--- src/rtl/dac_spi_tx_if.sv ---
// dac_spi_tx_if -- sample handshake and DAC pin bundle for dac_spi_tx.
//
// Signals:
//   sample_a[11:0]  channel A sample (serialised on dac_d0)
//   sample_b[11:0]  channel B sample (serialised on dac_d1)
//   pd_mode[1:0]    DAC power-down bits, sent in both frames
//   sample_valid    producer has a sample pair
//   sample_ready    transmitter can accept a sample pair
//   busy            frame or inter-frame gap in progress
//   frame_done      one-cycle pulse when SYNC returns high
//   dac_sync        DAC SYNC, active low
//   dac_sclk        DAC serial clock, idles high
//   dac_d0/dac_d1   serial data, channel A / channel B
//
// Modports:
//   master  sample producer side (drives samples, observes status and pins)
//   slave   dac_spi_tx side
`timescale 1ns/1ps

interface dac_spi_tx_if;
    logic [11:0] sample_a;
    logic [11:0] sample_b;
    logic [1:0]  pd_mode;
    logic        sample_valid;
    logic        sample_ready;
    logic        busy;
    logic        frame_done;
    logic        dac_sync;
    logic        dac_sclk;
    logic        dac_d0;
    logic        dac_d1;

    modport master (
        output sample_a, sample_b, pd_mode, sample_valid,
        input  sample_ready, busy, frame_done, dac_sync, dac_sclk, dac_d0, dac_d1
    );

    modport slave (
        input  sample_a, sample_b, pd_mode, sample_valid,
        output sample_ready, busy, frame_done, dac_sync, dac_sclk, dac_d0, dac_d1
    );
endinterface

--- src/rtl/dac_spi_tx.sv ---
// dac_spi_tx -- SPI transmitter for a dual-channel 12-bit DAC (SYNC/SCLK/D0/D1).
//
// Accepts a sample pair on a valid/ready handshake and shifts out one 16-bit
// word per channel, MSB first: {2'b00, pd_mode, sample}. SCLK idles high;
// data changes only on rising SCLK so the DAC samples it on the falling edge.
// Each frame holds SYNC low for 32*CLK_DIV cycles (16 falling SCLK edges),
// followed by GAP_CYCLES cycles of SYNC high before the next accept.
//
// Parameters:
//   CLK_DIV     CLK cycles per SCLK half-period (>= 1)
//   GAP_CYCLES  CLK cycles SYNC stays high between frames (>= 1)
//
// Ports:
//   CLK     system clock
//   resetn  asynchronous active-low reset; aborts any frame in flight
//   bus     dac_spi_tx_if.slave: sample handshake, status, DAC pins
//
// Build option:
//   DAC_SIGNED_IN_EN  when defined, samples are two's complement and are
//                     converted to offset binary (bit 11 inverted) at latch.
//
// All outputs are registered: the output process computes next-cycle values
// from the next state and next shift contents.
`timescale 1ns/1ps

module dac_spi_tx #(
    parameter int unsigned CLK_DIV    = 4,
    parameter int unsigned GAP_CYCLES = 4
) (
    input  logic        CLK,
    input  logic        resetn,
    dac_spi_tx_if.slave bus
);

    localparam int unsigned DIV_W = (CLK_DIV > 1) ? $clog2(CLK_DIV) : 1;
    localparam int unsigned GAP_W = (GAP_CYCLES > 1) ? $clog2(GAP_CYCLES) : 1;
    localparam logic [DIV_W-1:0] DIV_LAST = DIV_W'(CLK_DIV - 1);
    localparam logic [GAP_W-1:0] GAP_LAST = GAP_W'(GAP_CYCLES - 1);

    typedef enum logic [1:0] {
        IDLE,
        SHIFT,
        GAP
    } state_t;

    state_t state, next_state;

    logic [DIV_W-1:0] div_cnt, div_cnt_nxt;
    logic [4:0]       half_cnt, half_cnt_nxt;
    logic [GAP_W-1:0] gap_cnt, gap_cnt_nxt;
    logic [15:0]      shift_a, shift_a_nxt;
    logic [15:0]      shift_b, shift_b_nxt;
    logic [11:0]      field_a, field_b;

    logic accept;
    logic half_wrap;
    logic last_half;
    logic gap_end;

    logic sync_nxt, sclk_nxt, d0_nxt, d1_nxt;
    logic ready_nxt, busy_nxt, done_nxt;

`ifdef DAC_SIGNED_IN_EN
    assign field_a = {~bus.sample_a[11], bus.sample_a[10:0]};
    assign field_b = {~bus.sample_b[11], bus.sample_b[10:0]};
`else
    assign field_a = bus.sample_a;
    assign field_b = bus.sample_b;
`endif

    // sample_ready is high exactly while IDLE, so this is valid && ready.
    assign accept    = (state == IDLE) && bus.sample_valid;
    assign half_wrap = (state == SHIFT) && (div_cnt == DIV_LAST);
    assign last_half = half_wrap && (half_cnt == 5'd31);
    assign gap_end   = (state == GAP) && (gap_cnt == GAP_LAST);

    // State register
    always_ff @(posedge CLK or negedge resetn) begin
        if (!resetn) begin
            state <= IDLE;
        end else begin
            state <= next_state;
        end
    end

    // Next-state logic
    always_comb begin
        next_state = state;
        case (state)
            IDLE:    if (accept)    next_state = SHIFT;
            SHIFT:   if (last_half) next_state = GAP;
            GAP:     if (gap_end)   next_state = IDLE;
            default:                next_state = IDLE;
        endcase
    end

    // Counter and shift-register next values
    always_comb begin
        div_cnt_nxt  = '0;
        half_cnt_nxt = '0;
        gap_cnt_nxt  = '0;
        shift_a_nxt  = shift_a;
        shift_b_nxt  = shift_b;
        case (state)
            IDLE: begin
                if (accept) begin
                    shift_a_nxt = {2'b00, bus.pd_mode, field_a};
                    shift_b_nxt = {2'b00, bus.pd_mode, field_b};
                end
            end
            SHIFT: begin
                div_cnt_nxt  = half_wrap ? '0 : div_cnt + DIV_W'(1);
                half_cnt_nxt = half_wrap ? half_cnt + 5'd1 : half_cnt;
                // SCLK low and about to wrap: rising edge, present the next bit.
                if (half_wrap && !bus.dac_sclk) begin
                    shift_a_nxt = {shift_a[14:0], 1'b0};
                    shift_b_nxt = {shift_b[14:0], 1'b0};
                end
            end
            GAP: begin
                gap_cnt_nxt = gap_cnt + GAP_W'(1);
            end
            default: ;
        endcase
    end

    // Output next values, derived from where the FSM is heading
    always_comb begin
        ready_nxt = (next_state == IDLE);
        busy_nxt  = (next_state != IDLE);
        sync_nxt  = (next_state != SHIFT);
        done_nxt  = last_half;
        sclk_nxt  = 1'b1;
        d0_nxt    = 1'b0;
        d1_nxt    = 1'b0;
        if (next_state == SHIFT) begin
            // SCLK is already high on entry from IDLE and half_wrap is 0 there,
            // so the toggle expression also covers the first SHIFT cycle.
            sclk_nxt = bus.dac_sclk ^ half_wrap;
            d0_nxt   = shift_a_nxt[15];
            d1_nxt   = shift_b_nxt[15];
        end
    end

    // Datapath and output registers
    always_ff @(posedge CLK or negedge resetn) begin
        if (!resetn) begin
            div_cnt          <= '0;
            half_cnt         <= '0;
            gap_cnt          <= '0;
            shift_a          <= '0;
            shift_b          <= '0;
            bus.sample_ready <= 1'b1;
            bus.busy         <= 1'b0;
            bus.frame_done   <= 1'b0;
            bus.dac_sync     <= 1'b1;
            bus.dac_sclk     <= 1'b1;
            bus.dac_d0       <= 1'b0;
            bus.dac_d1       <= 1'b0;
        end else begin
            div_cnt          <= div_cnt_nxt;
            half_cnt         <= half_cnt_nxt;
            gap_cnt          <= gap_cnt_nxt;
            shift_a          <= shift_a_nxt;
            shift_b          <= shift_b_nxt;
            bus.sample_ready <= ready_nxt;
            bus.busy         <= busy_nxt;
            bus.frame_done   <= done_nxt;
            bus.dac_sync     <= sync_nxt;
            bus.dac_sclk     <= sclk_nxt;
            bus.dac_d0       <= d0_nxt;
            bus.dac_d1       <= d1_nxt;
        end
    end

endmodule

--- src/flat_wrapper.sv ---
// flat-port wrapper written by rule: the top's interface ports become plain ports
module dac_spi_tx_flat 
#(
    parameter int unsigned CLK_DIV    = 4,
    parameter int unsigned GAP_CYCLES = 4
)
  (CLK, resetn, bus_sample_a, bus_sample_b, bus_pd_mode, bus_sample_valid, bus_sample_ready, bus_busy, bus_frame_done, bus_dac_sync, bus_dac_sclk, bus_dac_d0, bus_dac_d1);
  dac_spi_tx_if bus_i ();
  input  logic CLK;
  input  logic resetn;
  input wire logic [$bits(bus_i.sample_a)-1:0] bus_sample_a;
  input wire logic [$bits(bus_i.sample_b)-1:0] bus_sample_b;
  input wire logic [$bits(bus_i.pd_mode)-1:0] bus_pd_mode;
  input wire logic [$bits(bus_i.sample_valid)-1:0] bus_sample_valid;
  output wire logic [$bits(bus_i.sample_ready)-1:0] bus_sample_ready;
  output wire logic [$bits(bus_i.busy)-1:0] bus_busy;
  output wire logic [$bits(bus_i.frame_done)-1:0] bus_frame_done;
  output wire logic [$bits(bus_i.dac_sync)-1:0] bus_dac_sync;
  output wire logic [$bits(bus_i.dac_sclk)-1:0] bus_dac_sclk;
  output wire logic [$bits(bus_i.dac_d0)-1:0] bus_dac_d0;
  output wire logic [$bits(bus_i.dac_d1)-1:0] bus_dac_d1;
  assign bus_i.sample_a = bus_sample_a;
  assign bus_i.sample_b = bus_sample_b;
  assign bus_i.pd_mode = bus_pd_mode;
  assign bus_i.sample_valid = bus_sample_valid;
  assign bus_sample_ready = bus_i.sample_ready;
  assign bus_busy = bus_i.busy;
  assign bus_frame_done = bus_i.frame_done;
  assign bus_dac_sync = bus_i.dac_sync;
  assign bus_dac_sclk = bus_i.dac_sclk;
  assign bus_dac_d0 = bus_i.dac_d0;
  assign bus_dac_d1 = bus_i.dac_d1;
  dac_spi_tx #(.CLK_DIV(CLK_DIV), .GAP_CYCLES(GAP_CYCLES)) u_core (.CLK(CLK), .resetn(resetn), .bus(bus_i));
endmodule
--- config.mk ---
export PLATFORM = sky130hd
export DESIGN_NAME = dac_spi_tx_flat
export DESIGN_NICKNAME = d
export VERILOG_FILES = /design/src/rtl/dac_spi_tx_if.sv /design/src/rtl/dac_spi_tx.sv /design/src/flat_wrapper.sv
export SDC_FILE = /design/constraint.sdc
export NUM_CORES = 1
export LEC_CHECK = 0
export ABC_AREA = 1
export CORE_UTILIZATION = 57
export CTS_CLUSTER_SIZE = 24
export DETAILED_ROUTE_END_ITERATION = 8
export HOLD_SLACK_MARGIN = 0.03
export PLACE_DENSITY = 0.9
export REMOVE_ABC_BUFFERS = 1
export SKIP_LAST_GASP = 1
export SYNTH_ARGS = -nofsm -noshare
export SYNTH_HDL_FRONTEND = slang
export SYNTH_SLANG_ARGS = --single-unit
--- constraint.sdc ---
create_clock -name CLK -period 2.6 [get_ports CLK]
set_input_delay 0.39 -clock CLK [delete_from_list [all_inputs] [get_ports CLK]]
set_output_delay 0.39 -clock CLK [all_outputs]
set_load 0.005 [all_outputs]
==> results by group <==
Outcome
  • Outcome: finished, final reports clean

STA
  • Fin crit period: 2.04 ns
  • Max-slew violations: 0
  • RSZ-0062 raised after global routing: false
  • # setup viols final: 0
  • Fmax: 490 MHz
  • Worst Clk Skew: 0.00985 ns
  • Setup tns final: 0 ns
  • Fin. Hold Viols: 0
  • Max-slew headroom: 62.2%
  • Slew @ Worst Pin: 0.566 ns
  • Tcrit/Tclk final: 78.5%
  • WHS: 0.437 ns

Setup path
  • CP max stage cell: inv_2
  • Most used cell along the critical path: ha_1
  • Critical Path AT: 2.28 ns
  • CP startpoint kind: flop
  • Worst R2R Start: u_core.div_cnt[0]
  • Req. time, crit path: 2.83 ns
  • CP endpoint kind: flop
  • Register-to-Register Path Depth: 9
  • Largest fanout on the critical path: 29
  • RR Endpoint: u_core.shift_b[3]
  • Largest stage delay, worst path: 0.42 ns
  • CP Cell Sequence: ha_1 -> inv_1 -> nor2_2 -> ha_1 -> nand3_2 -> nand2_2 -> inv_2 -> nand2_1 -> nand3_1
  • CP Launch Point: u_core.div_cnt[0]
  • R2r setup slk: 0.56 ns
  • CP Class: reg2reg

Power
  • Clk pwr share: 38.4%
  • Combinational Power Share: 4.3%
  • NetSw: 0.254 mW
  • Sw frac: 18.7%
  • Peak VDD IR: 0.000361 V
  • Lkg Pwr: 1.32 nW
  • Share of power burned in registers: 57.3%
  • Int Pwr: 1.10 mW
  • P per Cell Area: 502 mW/mm²

Synth
  • Seq cells post-synth: 50
  • Syn Area/Cell: 8.97 µm²
  • Share of async-settable or async-resettable flops after synthesis: 100%
  • Yosys warnings: 0
  • Dominant synthesized flop cell: dfrtp_1
  • Mapped cell area: 0.00222 mm²
  • Sequential share of the synthesized area: 56.4%
  • Synth cell types: 24
  • Synth Instances: 248
  • Post-synth EDFFs: 0

Global routing
  • GR Overflow Total: 0
  • Initial antenna violation count: 0
  • GRT Resource Usage Total: 22.4%
  • Pin count of the biggest net entering global routing: 30
  • First-pass GRT wire length: 7060 µm
  • Vias in the first global route: 1,642

Place
  • Placed standard-cell area: 0.00259 mm²
  • DP Wirelength: 2760 µm
  • Placed Instances: 326
  • GPL Wtd Cong: 0.881
  • I/O Buffers: 35

Final layout
  • Final core occ: 73.3%
  • Final std cells w/o fill: 335
  • Layout cell share with drive strength beyond 1: 14.6%
  • Nets@finish: 320
  • Ant diodes: 0
  • Layout area overhead: 21.6%
  • Filler instances: 282
  • Finished Cell Area: 0.00270 mm²

Floorplan
  • Area of the core: 0.00369 mm²
  • Chip width: 64.5 µm
  • Row count: 22
  • Initial Util: 60.3%
  • Io pins: 36
  • Die area: 0.00415 mm²
  • Die Span Y: 64.5 µm

Min path
  • HP Start: u_core.gap_cnt[0]
  • Hold Crit Class: reg2reg
  • Worst hold path endpoint: u_core.gap_cnt[0]
  • Hold Crit Depth: 1

Clock network
  • CTS resizes: 0
  • Reg clk slew, reported paths: 0.08 ns
  • Htree depth: 2
  • Root Buffer: clkbuf_8
  • CTS Sinks: 50
  • Num CTS Buffers: 5
  • Worst-skew pair later-pin latency: 0.30 ns
  • CTS tree: yes
  • Longest Clk Path Bufs: 2

Routing
  • Drt drc: 0
  • Vias: 1,676
  • Total Wirelength: 3890 µm
  • Post-DRT Antenna Nets: 0
  • Total iterations of the first detailed-routing run: 4
  • Post-DR wirelength/cell: 11.6 µm
  • Vias/cell: 5.00
  • Initial drt markers: 119

Job
  • MaxCap Viol Count: 0
[cells by family after synthesis]
kind of cell	synth area share (%)
compound gates	1.24
buf+inv	5.91
flops	56.4
simple gates	33.6
fa+ha+maj	2.81
[cells in the mapped netlist (2+ instances only)]
master	number	area (µm²)
nand2_1	98	368
nand3_1	24	120
nor2_2	3	18.8
o21ai_0	2	10.0
inv_1	15	56.3
dfrtp_1	47	1180
dfstp_2	3	78.8
inv_2	5	18.8
nor2_1	10	37.5
nand3_2	8	80.1
buf_2	5	25.0
ha_1	5	62.6
nand2_2	12	75.1
[routing by layer]
layer	routed length [µm]	GRT usage, %	share of wire [%]	up-vias
met5	0	0	0	-
met4	51	7.50	1.3	0
met2	1880	39.3	48	43
met3	146	5.11	3.7	7
li1	-	-	-	842
met1	1820	27.0	47	784
[layout by cell type (no fill, tap or decap)]
cell              n
nor2_2            3
nor2_4            1
dfstp_2           3
nand3_2           8
nand3_1          24
dlygate4sd3_1     1
and3_1            1
o21ai_1           1
bufinv_16         1
ha_1              5
nand2_1          98
buf_2             1
clkbuf_8          5
nand3b_1          1
dfrtp_1          47
nor2_1           10
inv_1            15
inv_2             5
o21ai_0           2
o21a_1            1
nor3_1            1
buf_4             2
clkbuf_1          2
clkdlybuf4s50_1  34
nand2_2          12
nand2_4           1
nand4_1           1
a21oi_1           1
[worst max-delay path by stage]
stage | endpoint | slack, ns | cells after the start
finish | u_core.shift_b[3] | 0.56 | 9
global route | u_core.shift_a[8] | 0.39 | 9
CTS | u_core.shift_b[3] | 0.57 | 9
detailed placement | u_core.shift_b[3] | 0.59 | 9
global placement | u_core.shift_a[11] | 0.72 | 9
floorplan | u_core.shift_a[12] | 0.89 | 9
[final cells by class]
type / instances / area (µm²) / share of cell area [%]
Tap cell: 48 / 60.1 / 2.22
Clock buffer: 7 / 76.3 / 2.82
Sequential cell: 50 / 1250 / 46.4
Multi-Input combinational cell: 171 / 837 / 31.0
Clock inverter: 1 / 30.0 / 1.11
Inverter: 20 / 75.1 / 2.78
Timing Repair Buffer: 38 / 370 / 13.7
[registers in the layout (all words and copies together), names as in the netlist]
register / cells
u_core.bus.dac_sclk: 1
u_core.bus.sample_ready: 1
u_core.shift_a: 16
u_core.gap_cnt: 2
u_core.bus.dac_d0: 1
u_core.bus.dac_sync: 1
u_core.bus.frame_done: 1
u_core.bus.busy: 1
u_core.div_cnt: 2
u_core.shift_b: 16
u_core.state: 2
u_core.half_cnt: 5
u_core.bus.dac_d1: 1
[power by group through the flow]
stage | registers, mW | logic, mW | clock network, mW
floorplan | 0.793 | 0.000277 | 0
global placement | 0.792 | 0.0588 | 0
detailed placement | 0.792 | 0.0593 | 0
CTS | 0.777 | 0.0607 | 0.531
global route | 0.777 | 0.0648 | 0.566
finish | 0.777 | 0.0590 | 0.521
[per-stage QoR]
step                      setup WS (ns)  total power [mW]
final                             0.559              1.36
after global routing              0.394              1.41
after CTS                         0.569              1.37
after detailed placement          0.586             0.852
after global placement            0.720             0.851
after floorplan                   0.887             0.793
[what timing repair did]
action	CTS	global route
hold buffers	1	0
setup buffers	0	0
hold endpoints to repair	11	0
[critical path, delay by kind of cell (launching register included)]
| kind | cells | cell delay [ns] |
|---|---|---|
| adders and majority gates | 2 | 0.49 |
| buffers and inverters | 2 | 0.57 |
| DFF | 1 | 0.39 |
| and+or+nand+nor | 5 | 0.53 |
Power figures use the tool's default switching activity.
